**config.mk**
```make
export PLATFORM = sky130hd
export DESIGN_NAME = dp1_exerciser
export DESIGN_NICKNAME = d
export VERILOG_FILES = /design/src/rtl/dp1_pkg.sv /design/src/rtl/dp1_golden.sv /design/src/rtl/dp1_exerciser.sv
export SDC_FILE = /design/constraint.sdc
export NUM_CORES = 1
export LEC_CHECK = 0
export BUFFER_PORTS_ARGS = -buffer_cell sky130_fd_sc_hd__buf_2
export CAP_MARGIN = 20
export CORE_ASPECT_RATIO = 1.2
export CORE_MARGIN = 10
export CORE_UTILIZATION = 54
export CTS_BUF_LIST = sky130_fd_sc_hd__clkbuf_8 sky130_fd_sc_hd__clkbuf_16
export CTS_CLUSTER_SIZE = 16
export DETAILED_ROUTE_END_ITERATION = 8
export PLACE_DENSITY = 0.77
export SETUP_SLACK_MARGIN = 0.4
export SYNTH_ARGS = -nofsm -noshare
export SYNTH_HDL_FRONTEND = slang
export SYNTH_HIERARCHICAL = 1
export SYNTH_SLANG_ARGS = --single-unit
```
**constraint.sdc**
```tcl
create_clock -name clk -period 2.2 [get_ports clk]
set_input_delay 0.33 -clock clk [delete_from_list [all_inputs] [get_ports clk]]
set_output_delay 0.33 -clock clk [all_outputs]
set_load 0.02 [all_outputs]
```
**src/rtl/dp1_pkg.sv**
```systemverilog
// Shared types and constants for the DP1 exerciser: FSM states, vector sizing
// and the golden DP1 truth table (index abc -> expected {x,y,z}).
// No ports; imported by dp1_golden and dp1_exerciser.
package dp1_pkg;

    localparam int NUM_VEC = 8;
    localparam int VEC_W   = 3;

    typedef enum logic [1:0] {
        IDLE   = 2'd0,
        DRIVE  = 2'd1,
        SAMPLE = 2'd2,
        DONE   = 2'd3
    } state_t;

    // Element 0 is the leftmost entry, so GOLDEN_XYZ[abc] reads naturally.
    localparam logic [0:NUM_VEC-1][VEC_W-1:0] GOLDEN_XYZ = {
        3'b010, 3'b101, 3'b010, 3'b100,
        3'b011, 3'b001, 3'b000, 3'b001
    };

    function automatic logic [VEC_W-1:0] golden_xyz(input logic [VEC_W-1:0] abc);
        return GOLDEN_XYZ[abc];
    endfunction

endpackage

```
**src/rtl/dp1_golden.sv**
```systemverilog
// Golden DP1 reference: combinational abc -> expected xyz lookup, zero latency.
// Ports: abc_i {a,b,c} vector index in; xyz_o expected {x,y,z} out.
// No state, no backpressure; reusable wherever a DP1 reference is needed.
module dp1_golden
    import dp1_pkg::*;
(
    input  logic [VEC_W-1:0] abc_i,
    output logic [VEC_W-1:0] xyz_o
);

    assign xyz_o = golden_xyz(abc_i);

endmodule

```
**src/rtl/dp1_exerciser.sv**
```systemverilog
// DP1 self-test engine: steps abc 0..7, holds each SETTLE_CYCLES+1 cycles, checks
// xyz against the golden table; a run takes 8*(SETTLE_CYCLES+1) busy cycles plus one
// DONE cycle. start is honoured only in IDLE (ignored while busy or in DONE).
// Ports: clk, rst_n (sync, active-low), start, xyz_in -> abc_out, busy, done, pass,
// err_count, fail_valid, first_fail. Optional capture of sampled xyz per vector is
// enabled by defining EXERCISER_CAPTURE_EN (adds cap_idx in, cap_data out).
module dp1_exerciser
    import dp1_pkg::*;
#(
    parameter int unsigned SETTLE_CYCLES = 2   // legal range 1..15
) (
    input  logic             clk,
    input  logic             rst_n,
    input  logic             start,
    input  logic [VEC_W-1:0] xyz_in,
    output logic [VEC_W-1:0] abc_out,
    output logic             busy,
    output logic             done,
    output logic             pass,
    output logic [3:0]       err_count,
    output logic             fail_valid,
    output logic [VEC_W-1:0] first_fail
`ifdef EXERCISER_CAPTURE_EN
    ,
    input  logic [VEC_W-1:0] cap_idx,
    output logic [VEC_W-1:0] cap_data
`endif
);

    localparam logic [3:0]       CNT_LAST = 4'(SETTLE_CYCLES - 1);
    localparam logic [VEC_W-1:0] IDX_LAST = VEC_W'(NUM_VEC - 1);

    state_t           state_q, state_d;
    logic [VEC_W-1:0] idx_q, idx_d;
    logic [3:0]       cnt_q, cnt_d;
    logic [VEC_W-1:0] abc_q, abc_d;
    logic             busy_q, busy_d;
    logic             done_q, done_d;
    logic             pass_q, pass_d;
    logic [3:0]       err_q, err_d;
    logic             fv_q, fv_d;
    logic [VEC_W-1:0] ff_q, ff_d;

    logic [VEC_W-1:0] exp_xyz;
    logic             mismatch;

    dp1_golden u_golden (
        .abc_i (idx_q),
        .xyz_o (exp_xyz)
    );

    assign mismatch = (xyz_in != exp_xyz);

    always_ff @(posedge clk) begin
        if (!rst_n) begin
            state_q <= IDLE;
            idx_q   <= '0;
            cnt_q   <= '0;
            abc_q   <= '0;
            busy_q  <= 1'b0;
            done_q  <= 1'b0;
            pass_q  <= 1'b0;
            err_q   <= '0;
            fv_q    <= 1'b0;
            ff_q    <= '0;
        end else begin
            state_q <= state_d;
            idx_q   <= idx_d;
            cnt_q   <= cnt_d;
            abc_q   <= abc_d;
            busy_q  <= busy_d;
            done_q  <= done_d;
            pass_q  <= pass_d;
            err_q   <= err_d;
            fv_q    <= fv_d;
            ff_q    <= ff_d;
        end
    end

    always_comb begin
        state_d = state_q;
        idx_d   = idx_q;
        cnt_d   = cnt_q;
        pass_d  = pass_q;
        err_d   = err_q;
        fv_d    = fv_q;
        ff_d    = ff_q;

        case (state_q)
            IDLE: begin
                if (start) begin
                    state_d = DRIVE;
                    idx_d   = '0;
                    cnt_d   = '0;
                    err_d   = '0;
                    fv_d    = 1'b0;
                    ff_d    = '0;
                    pass_d  = 1'b0;
                end
            end
            DRIVE: begin
                cnt_d = cnt_q + 4'd1;
                if (cnt_q == CNT_LAST) begin
                    state_d = SAMPLE;
                end
            end
            SAMPLE: begin
                if (mismatch) begin
                    err_d = err_q + 4'd1;
                    if (!fv_q) begin
                        ff_d = idx_q;
                        fv_d = 1'b1;
                    end
                end
                if (idx_q == IDX_LAST) begin
                    // pass is taken from err_d so the final compare is included
                    // and the result is visible alongside the done pulse.
                    state_d = DONE;
                    pass_d  = (err_d == 4'd0);
                end else begin
                    state_d = DRIVE;
                    idx_d   = idx_q + VEC_W'(1);
                    cnt_d   = '0;
                end
            end
            DONE: begin
                state_d = IDLE;
            end
            default: begin
                state_d = IDLE;
            end
        endcase

        // Outputs are registered, so they are decoded from the next state.
        busy_d = (state_d == DRIVE) || (state_d == SAMPLE);
        abc_d  = busy_d ? idx_d : '0;
        done_d = (state_d == DONE);
    end

    assign abc_out    = abc_q;
    assign busy       = busy_q;
    assign done       = done_q;
    assign pass       = pass_q;
    assign err_count  = err_q;
    assign fail_valid = fv_q;
    assign first_fail = ff_q;

`ifdef EXERCISER_CAPTURE_EN
    logic [VEC_W-1:0] cap_q [NUM_VEC];

    // Cleared by reset only; a new run overwrites entries as it samples them.
    always_ff @(posedge clk) begin
        if (!rst_n) begin
            for (int i = 0; i < NUM_VEC; i++) begin
                cap_q[i] <= '0;
            end
        end else if (state_q == SAMPLE) begin
            cap_q[idx_q] <= xyz_in;
        end
    end

    assign cap_data = cap_q[cap_idx];
`endif

endmodule

```
# Word-level counts from Yosys, hierarchy flattened
# Memories as Yosys holds them, arrays and structs flattened.
# Index checks and enable logic that the tools add are counted.
[classes]
n_bitwise = 1
add_sub_neg = 3
reduce_logical = 11
eq_ne = 14
magnitude_cmp = 1
mux = 24
[ops]
columns = ["operator", "n"]
rows = [
  ["$mux W3", 7],
  ["$mux W4", 4],
  ["$pmux W3 S2", 2],
  ["$pmux W4 S3", 1],
  ["$ne A2 B2 Y1 const B", 5],
  ["$reduce_and A3 Y1", 3],
  ["$add A4 B1 Y4 const B", 2],
  ["$eq A2 B2 Y1 const B", 4],
  ["$pmux W2 S4", 1],
  ["$pmux W4 S2", 1],
  ["$mux W2", 3],
  ["$eq A2 B1 Y1 const B", 2],
  ["$eq A4 B1 Y1 const B", 1],
  ["$ge A4 B4 Y1 const B", 1],
  ["$logic_not A4 Y1", 1],
  ["$not A3 Y4", 1],
  ["$pmux W1 S2", 2],
  ["$reduce_and A2 Y1", 2],
  ["$reduce_and A4 Y1", 1],
  ["$add A3 B1 Y3 const B", 1],
  ["$eq A3 B3 Y1 const B", 1],
  ["$mux W1", 3],
  ["$ne A3 B3 Y1", 1],
  ["$reduce_bool A3 Y1", 1],
  ["3 further kinds", 3],
]
[word_totals]
memories = 1
rom_bits = 24
inputBits = 6
output_inout_bits = 14
register_bits = 23
[memory_table]
columns = ["memory", "words", "word_bits", "rd", "rd_ports_with_merged_regs", "write_ports", "line_no", "text"]
rows = [
  ["(no name shown)", 8, 3, 1, 0, 0, "dp1_pkg.sv:23", "return GOLDEN_XYZ[abc];"],
]

# Logic depth before layout (Yosys ltp)
# Gate-level depths: netlist (run 1).
[logic_depth]
word_depth = 10
mapped_depth = 8
depth_no_buf = 7

# By module
# Netlist (run 1), hierarchy kept.
[modules_own_cells]
columns = ["module", "n_inst", "area_each_um2", "cells_each"]
rows = [
  ["dp1_exerciser", 1, 1171.1, 130],
  ["dp1_golden", 1, 26.3, 4],
]

# Worst setup path before layout (run 1)
# OpenSTA, ideal clock, no wires.
[synth_timing]
kind = "register -> register"
start = "register idx_q[2]"
end = "register err_q[3], in the netlist err_count[3]"
synth_period_minus_slack_ps = 1750
path_buffers = 1
path_slack_ps = 450
stages_incl_launch_ff = 7
required_ps = 2126
t_arrival_ps = 1675
path_cell_list = "dfxtp_1 -> maj3_2 -> xor2_2 -> nor3_2 -> buf_6 -> or4_1 -> a31oi_1"
[synth_via]
elab_chain_cells = 8
[synth_rtl]
columns = ["element", "line_no", "text"]
rows = [
  ["start, declared", "dp1_exerciser.sv:34", "logic [VEC_W-1:0] idx_q, idx_d;"],
  ["start signal, assigned", "dp1_exerciser.sv:68", "idx_q <= idx_d;"],
  ["$not A3 Y4 (implied by the code)", "dp1_pkg.sv:23", ""],
  ["$mem_v2 Z8 W3", "n/a", ""],
  ["$mux W3 (implied by the code) (2 in a row)", "dp1_pkg.sv:23", ""],
  ["via exp_xyz[0]", "dp1_exerciser.sv:44", "logic [VEC_W-1:0] exp_xyz;"],
  ["$ne A3 B3 Y1", "dp1_exerciser.sv:52", "assign mismatch = (xyz_in != exp_xyz);"],
  ["$mux W4", "dp1_exerciser.sv:108", "if (mismatch) begin"],
  ["$mux W4", "dp1_exerciser.sv:89", "case (state_q)"],
  ["$pmux W4 S2", "dp1_exerciser.sv:89", ""],
  ["end signal, assigned", "dp1_exerciser.sv:74", "err_q <= err_d;"],
  ["end, declared", "dp1_exerciser.sv:40", "logic [3:0] err_q, err_d;"],
]
# The timed path passes the listed nets, and every way through them passes these cells. The select of a mux whose other input is x is not followed.
# A chain may end at the register's enable or synchronous reset.

# Worst setup path in the final report (run 1)
# Ends and elaborated chain as after synthesis.

==> qor.txt, run 1 <==
Die W: 63.0 um
Clk buf depth: 2
Largest net degree at the start of global routing: 22
Final setup fails: 0
Worst Path Required: 2400 ps
Vias/cell: 5.46
Clk slew on worst S/H paths: 80 ps
Final GP Congestion: 0.745
Synth Area per Inst: 8.94 sq um
Crit start category: flop
Placed cell count: 178
Top sig layer: met4
Hold path start: first_fail[1]$_SDFFE_PN0P_
Initial antenna violation count: 0
Synth-to-Final Area Change: 19.0%
Crit path capture type: flop
FILL cells: 171
Ant. Diodes: 0
Slew Viols, Final: 0
Most frequent cells in the layout: 19 x dfxtp_1, 19 x buf_2, 9 x nand2_1, 9 x and2_1
Min Clock Period, post-route: 1720 ps
RSZ-0062 raised after global routing: false
Hold Path End: first_fail[1]$_SDFFE_PN0P_
Total grt overflow: 0
Remaining antenna violation count: 0
CTS Hold Bufs: 0
Num CTS Buffers: 3
Fmax: 582 MHz
Syn. warnings: 6
PwrDens: 552 mW/mm^2
FFs w/ async S/R, synth: 0%
TNS Setup: 0 ps
Vias in the first global route: 997
Syn Nets: 145
Ys flop type: dfxtp_1
Hold Fails Final Rpt: 0
Core area: 0.00209 sq mm
Routed wire length per instance: 14.0 um
WL met2: 1380 um
Worst-case reg-to-reg path depth: 5
Register area share after synthesis: 38.5%
Worst R2R Start: idx_q[2]$_SDFF_PN0_
Cell area after synthesis: 0.00120 sq mm
Site Rows: 18
Reg2Reg Setup Slack: 480 ps
Worst slew margin: 66.9%
DRT Pass-1 Iters: 4
Die ar.: 0.00451 sq mm
VDD IR max: 0.000477 V
GRT Util Overall: 11.5%
Skew final: 4.05 ps
Worst skew pair latency: 270 ps
Post-Syn Instances: 134
Share of cells above drive strength 1: 26.9%
Netlist cell types: 41
Hold Crit Class: reg2reg
Hold path cells: 2
Seq cells post-synth: 23
First-pass GRT wire length: 4330 um
Port Buffers: 19
Slew of the pin with the lowest slew margin: 495 ps
Max Cap Violations: 0
Via count: 1015
Post-DP HPWL: 1910 um
Metal-1 WL: 1010 um
# clock sinks: 23
Tcrit/Tclk final: 78.1%
Starting Density: 57.2%
Die H: 71.6 um
WL met3: 118 um
CTS tree: built
Root Buffer: clkbuf_8
H-tree Lvls: 1
Top Ports: 20
Leakage: 0.584 nW
Nets: 168
Maximum net fanout on the critical path: 11
Drt drc: 0
Worst EP arrival: 1920 ps
Critical R2R Capture: err_count[3]$_SDFFE_PN0P_
Post-Route WL: 2600 um
Critical path type: reg2reg
Outcome: complete, no violations
Number of flops mapped to enable cells by yosys: 0
1st-iter DRT viols: 41
Cell Count, Final, Fillers Out: 186
[per-stage QoR]
stage	total power (W)	hold WS, ps	instance area, sq um	utilization, %	worst slack, ps
detailed placement	0.000532	474	1310	62.3	331
global placement	0.000529	457	1310	62.3	380
global route	0.000826	511	1430	68.0	385
CTS	0.000790	478	1360	64.9	402
finish	0.000787	477	1430	68.0	482
floorplan	0.000510	485	1200	-	450
[registers in the layout, indices dropped and copies added, names as in the netlist]
| register | cells |
|---|---|
| err_count | 4 |
| first_fail | 3 |
| busy | 1 |
| fail_valid | 1 |
| abc_out | 3 |
| done | 1 |
| cnt_q | 4 |
| idx_q | 3 |
| pass | 1 |
| state_q | 2 |
[worst max path at each step]
stage	from	endpoint	depth (start not counted)	slack, ps
after floorplan	idx_q[2]$_SDFF_PN0_	err_count[3]$_SDFFE_PN0P_	6	450
after global placement	idx_q[2]$_SDFF_PN0_	pass$_SDFFE_PN0P_	5	380
after detailed placement	idx_q[2]$_SDFF_PN0_	err_count[3]$_SDFFE_PN0P_	5	330
after CTS	idx_q[1]$_SDFF_PN0_	err_count[1]$_SDFFE_PN0P_	6	400
after global routing	state_q[1]$_SDFF_PN0_	abc_out[0]$_SDFF_PN0_	5	380
final	idx_q[2]$_SDFF_PN0_	err_count[3]$_SDFFE_PN0P_	5	480
[synth_stat cells (2+ instances only)]
library cell | number | area, sq um
buf_2 | 2 | 10.0
o211ai_1 | 2 | 15.0
o21bai_1 | 2 | 15.0
nand2_1 | 9 | 33.8
dfxtp_1 | 23 | 460
nand3_1 | 5 | 25.0
or4_1 | 3 | 22.5
nor3_1 | 2 | 10.0
a31oi_1 | 2 | 12.5
clkbuf_1 | 3 | 11.3
nor2_1 | 6 | 22.5
a21o_1 | 3 | 22.5
a21boi_1 | 3 | 22.5
nand2b_1 | 5 | 31.3
xnor2_1 | 3 | 26.3
o21ai_1 | 3 | 15.0
or3_1 | 2 | 12.5
xor2_2 | 3 | 48.8
a211oi_1 | 2 | 15.0
nand3b_1 | 2 | 15.0
inv_1 | 5 | 18.8
o22ai_1 | 3 | 18.8
and2_1 | 9 | 56.3
a21oi_1 | 4 | 20.0
ha_1 | 5 | 62.6
nor2b_1 | 3 | 18.8
o21ai_0 | 6 | 30.0
[final cells by class]
type,count,area [sq um],area share (%)
Inverter,5,18.8,1.32
Timing Repair Buffer,24,133,9.31
Multi-Input combinational cell,100,722,50.7
Sequential cell,23,468,32.8
Clock inverter,1,5.00,0.351
Clock buffer,3,41.3,2.90
Tap cell,30,37.5,2.63
[cells by family (layout without fill, tap and decap cells)]
kind of cell,count (synthesis),in the layout,synth area share [%]
xor gates and xnor gates,6,6,6.27
AOI/OAI and AO/OA,35,35,19.2
adders and majority gates,6,6,6.17
and+or+nand+nor,53,53,25.6
buffers and inverters,11,33,4.28
DFF,23,23,38.5
[worst max-delay path: stages (launching register included)]
cell	delay, ps
dfxtp_4	380
maj3_2	350
xor2_4	210
nor3_4	100
or4_1	470
a31oi_1	130
[power by group]
part | internal, W | switching [W] | total (W)
Combinational | 0.0000378 | 0.0000561 | 0.0000939
Clock | 0.000127 | 0.000132 | 0.000258
Sequential | 0.000424 | 0.0000114 | 0.000435
[per-layer routing]
| metal | vias up | GRT usage (%) |
|---|---|---|
| li1 | 520 | - |
| met1 | 467 | 10.9 |
| met2 | 18 | 21.4 |
| met3 | 10 | 3.73 |
| met4 | 0 | 6.22 |
| met5 | - | 0 |
[repair_timing]
item	in CTS	in global routing
setup buffers	0	4
pin swaps	0	4
endpoints found under the setup margin	7	10
resized for setup	2	9
No activity file was read; power rests on OpenSTA's default activity.
==> run 2: changes to the inputs <==
Clock period 2.2 ns to 1.8 ns, I/O delays scaled along.
==> run 2 against run 1 <==
Compared with the run above: clock skew is 1.8 ps lower; cell area is 12% higher; via count is 8.3% higher; sequential power is 23% higher; flip-flop and latch count stayed put; non-clock buffer count is 8 higher; power is 28% higher; global-route usage is 1.7 points higher; worst setup slack worse by 440 ps; critical path type unchanged; highest routed layer unchanged.
==> qor.txt, run 2 (synthesized netlist as in run 1, its figures left out) <==
Share of cells above drive strength 1: 40.9%
Core area: 0.00209 sq mm
Fmax: 570 MHz
Min Clock Period, post-route: 1760 ps
Initial antenna violation count: 0
Die W: 63.0 um
Crit-path leading delay family: buffers and inverters
Overall power: 0.00101 W
Tcrit/Tclk final: 97.5%
Remaining antenna violation count: 0
Max incr delay on CP: 350 ps
Nets: 176
Clk buf depth: 2
Clk slew on worst S/H paths: 80 ps
First-pass GRT wire length: 5110 um
Root Buffer: clkbuf_8
Worst path most repeated cell: buf_4
Fin worst setup slack: 44.2 ps
Slowest CP cell: dfxtp_2
H-tree Lvls: 1
GRT Util Overall: 13.2%
Maximum net fanout on the critical path: 5
VDD IR max: 0.000606 V
Drt drc: 0
Final GP Congestion: 0.746
Worst slew margin: 65.5%
Starting Density: 57.2%
DRT Pass-1 Iters: 4
Port Buffers: 19
Slew of the pin with the lowest slew margin: 513 ps
# clock sinks: 23
Hold Crit Class: in2reg
Outcome: complete, no violations
Site Rows: 18
FILL cells: 137
CTS tree: built
Worst EP arrival: 1950 ps
Fin Hold WS: 444 ps
Crit path capture type: flop
PwrDens: 635 mW/mm^2
Die H: 71.6 um
TNS Setup: 0 ps
Crit path buf inv count: 3
Hold Fails Final Rpt: 0
Ant. Diodes: 0
Top Ports: 20
RSZ-0062 raised after global routing: true
Worst Path Required: 2000 ps
Crit-path cells: inv_2 > maj3_2 > xor2_4 > buf_4 > nor4_4 > buf_4 > o311ai_2 > o21ai_1
Most frequent cells in the layout: 19 x buf_2, 16 x dfxtp_1, 11 x buf_4
Max Cap Violations: 0
Critical path type: reg2reg
Leakage: 0.635 nW
Largest net degree at the start of global routing: 22
Worst skew pair latency: 260 ps
Die ar.: 0.00451 sq mm
Leading cell type in the layout, fill and taps excluded: buf_2
Vias/cell: 5.66
Final setup fails: 0
Post-DP HPWL: 1910 um
Crit start category: flop
Routed wire length per instance: 15.1 um
Synth-to-Final Area Change: 33.0%
Total grt overflow: 0
1st-iter DRT viols: 50
Post-Route WL: 2920 um
Via count: 1099
Num CTS Buffers: 3
Vias in the first global route: 1121
Skew final: 2.25 ps
Place WS: 44.1 ps
Slew Viols, Final: 0
Reg2Reg Setup Slack: 40 ps
-- run 2: cell types whose count changed in the layout (fill, tap and decap cells not counted), moves of 2 or more --
cell,previous run,this run
a21oi_2,0,2
buf_6,0,2
a211oi_1,2,0
dfxtp_2,3,5
buf_4,5,11
o21ai_1,3,5
ha_1,4,2
a21oi_1,4,2
inv_2,0,2
o21ai_0,6,2
inv_1,5,3
ha_4,0,2
a211oi_2,0,2
dfxtp_1,19,16
-- run 2: worst paths after layout --
check                        startpoint                         end  cells past startpoint
min                               rst_n       cnt_q[1]$_SDFFE_PN0P_                      2
max reg2reg         idx_q[1]$_SDFF_PN0_   err_count[2]$_SDFFE_PN0P_                      8
max                 idx_q[1]$_SDFF_PN0_   err_count[2]$_SDFFE_PN0P_                      8
min reg2reg  first_fail[2]$_SDFFE_PN0P_  first_fail[2]$_SDFFE_PN0P_                      2
-- run 2: final cells by class --
cell class	instances	area (sq um)	area share (%)
clock inverters	1	5.00	0.314
repair buffers	32	200	12.6
well taps	30	37.5	2.36
flip-flops and latches	23	474	29.8
inverters	5	18.8	1.18
multi-input cells	100	816	51.2
clock buffers	3	41.3	2.59
-- run 2: per-stage QoR --
stage          instance area (sq um)  std cells  utilization [%]
2_1_floorplan                   1200        134                -
3_3_place_gp                    1340        182             63.9
3_5_place_dp                    1340        182             63.9
4_1_cts                         1490        192             71.0
5_1_grt                         1590        194             76.0
6_report                        1590        194             76.0
-- run 2: power by group --
| part | switching, W | total, W | leakage (nW) | internal, W |
|---|---|---|---|---|
| clock | 0.000164 | 0.000318 | 0.0255 | 0.000154 |
| sequential | 0.0000155 | 0.000535 | 0.190 | 0.000520 |
| combinational | 0.0000881 | 0.000158 | 0.420 | 0.0000701 |
| total | 0.000268 | 0.00101 | 0.635 | 0.000744 |
-- run 2: timing repair --
action | CTS | global route
pin swaps | 17 | 3
endpoints found under the setup margin | 19 | 18
gates resized for setup | 15 | 20
cloned | 0 | 0
hold buffers | 0 | 0
setup buffers | 6 | 2
-- run 2: metal layers --
metal	global-route usage (%)	vias to the layer above	wire length (um)
met4	3.48	0	55
met5	0	-	0
met1	15.1	521	1170
li1	-	538	-
met3	3.42	6	142
met2	23.5	34	1560
==> run 3: changes to the inputs <==
Settings changed: PLACE_DENSITY 0.77 to unset, PLACE_DENSITY_LB_ADDON set to 0.08.
Clock period 1.8 ns to 2 ns, I/O delays scaled along.
==> run 3 against run 2 <==
Compared with the run above: flip-flop and latch count unchanged; final cell count down 1.0%; via count down 3.6%; largest power group unchanged.
==> qor.txt, run 3 (synthesized netlist as in run 1, its figures left out) <==
FILL cells: 172
Initial antenna violation count: 0
1st-iter DRT viols: 22
Worst Path Required: 2210 ps
Leading cell type in the layout, fill and taps excluded: buf_2
Total grt overflow: 0
Ant. Diodes: 0
Cell Count, Final, Fillers Out: 192
Num CTS Buffers: 3
Starting Density: 57.2%
H-tree Lvls: 1
Area of the multi-input gates: 746 sq um
Overall power: 0.000897 W
Drt drc: 0
Clk buf depth: 2
Post-DP HPWL: 1920 um
Core area: 0.00209 sq mm
GRT Util Overall: 12.7%
Die ar.: 0.00451 sq mm
CTS Hold Bufs: 0
CTS tree: built
Maximum net fanout on the critical path: 6
Fmax: 595 MHz
Via count: 1059
Post-Route WL: 2790 um
VDD IR max: 0.000534 V
Hold path start: start
Max Cap Violations: 0
Largest net degree at the start of global routing: 22
TNS Setup: 0 ps
RSZ-0062 raised after global routing: true
Tcrit/Tclk final: 84.1%
Routed wire length per instance: 14.5 um
Placed cell count: 181
Hold Fails Final Rpt: 0
Worst slew margin: 70.3%
Worst EP arrival: 1890 ps
Crit start category: flop
Crit path capture type: flop
Outcome: complete, no violations
Site Rows: 18
Clk slew on worst S/H paths: 80 ps
Worst R2R Start: idx_q[1]$_SDFF_PN0_
Final setup fails: 0
Most frequent cells in the layout: 19 x buf_2, 18 x dfxtp_1, 10 x buf_4
Nets: 174
FF+latch area: 472 sq um
Share of cells above drive strength 1: 33.3%
Die W: 63.0 um
Root Buffer: clkbuf_8
Die H: 71.6 um
Top Ports: 20
Hold Crit Class: in2reg
Vias/cell: 5.52
Leakage: 0.616 nW
Port Buffers: 19
Min Clock Period, post-route: 1680 ps
Fin worst setup slack: 318 ps
Worst setup startpoint: idx_q[1]$_SDFF_PN0_
Vias in the first global route: 1047
Worst skew pair latency: 270 ps
Remaining antenna violation count: 0
Slew of the pin with the lowest slew margin: 442 ps
Final GP Congestion: 0.772
Final Util: 71.7%
Synth-to-Final Area Change: 25.4%
First-pass GRT wire length: 4710 um
Place WS: 255 ps
# clock sinks: 23
Skew final: 6.73 ps
Critical path type: reg2reg
Slew Viols, Final: 0
DRT Pass-1 Iters: 4
PwrDens: 597 mW/mm^2
## run 3: final cells by class
type	instances	area share, %
Clock buffer	3	2.75
Inverter	5	1.25
Sequential cell	23	31.4
Timing Repair Buffer	30	12.1
Multi-Input combinational cell	100	49.7
Tap cell	30	2.50
Clock inverter	1	0.333
## run 3: routing by layer
metal	routed length, um	global-route usage, %
met3	205	4.82
met5	0	0
met4	55	5.97
met2	1430	21.9
met1	1100	13.5
## run 3: per-stage QoR
| stage | hold WS (ps) | area, sq um |
|---|---|---|
| after floorplan | 483 | 1200 |
| after CTS | 435 | 1460 |
| after global routing | 478 | 1500 |
| after global placement | 456 | 1330 |
| final | 437 | 1500 |
| after detailed placement | 459 | 1330 |
## run 3: path summary, 6_finish.rpt
| path | endpoint | slack, ps | depth (start not counted) |
|---|---|---|---|
| max | first_fail[1]$_SDFFE_PN0P_ | 320 | 6 |
| min | idx_q[2]$_SDFF_PN0_ | 440 | 4 |
| max reg2reg | first_fail[1]$_SDFFE_PN0P_ | 320 | 6 |
| min reg2reg | first_fail[0]$_SDFFE_PN0P_ | 470 | 2 |
## run 3: power by group
group | switching (W) | internal [W]
sequential | 0.0000139 | 0.000466
combinational | 0.0000703 | 0.0000570
clock | 0.000150 | 0.000139
## run 3: timing repair
item | in CTS | in global routing
setup buffers | 5 | 2
endpoints found under the setup margin | 10 | 18
pin swaps | 8 | 6
gates resized for setup | 12 | 8
## run 3: critical path, stage by stage (launching register included)
cell      delay [ps]
dfxtp_2          350
inv_2             30
maj3_2           350
xor2_4           180
nor3_4            80
or4_1            480
a21boi_1         140
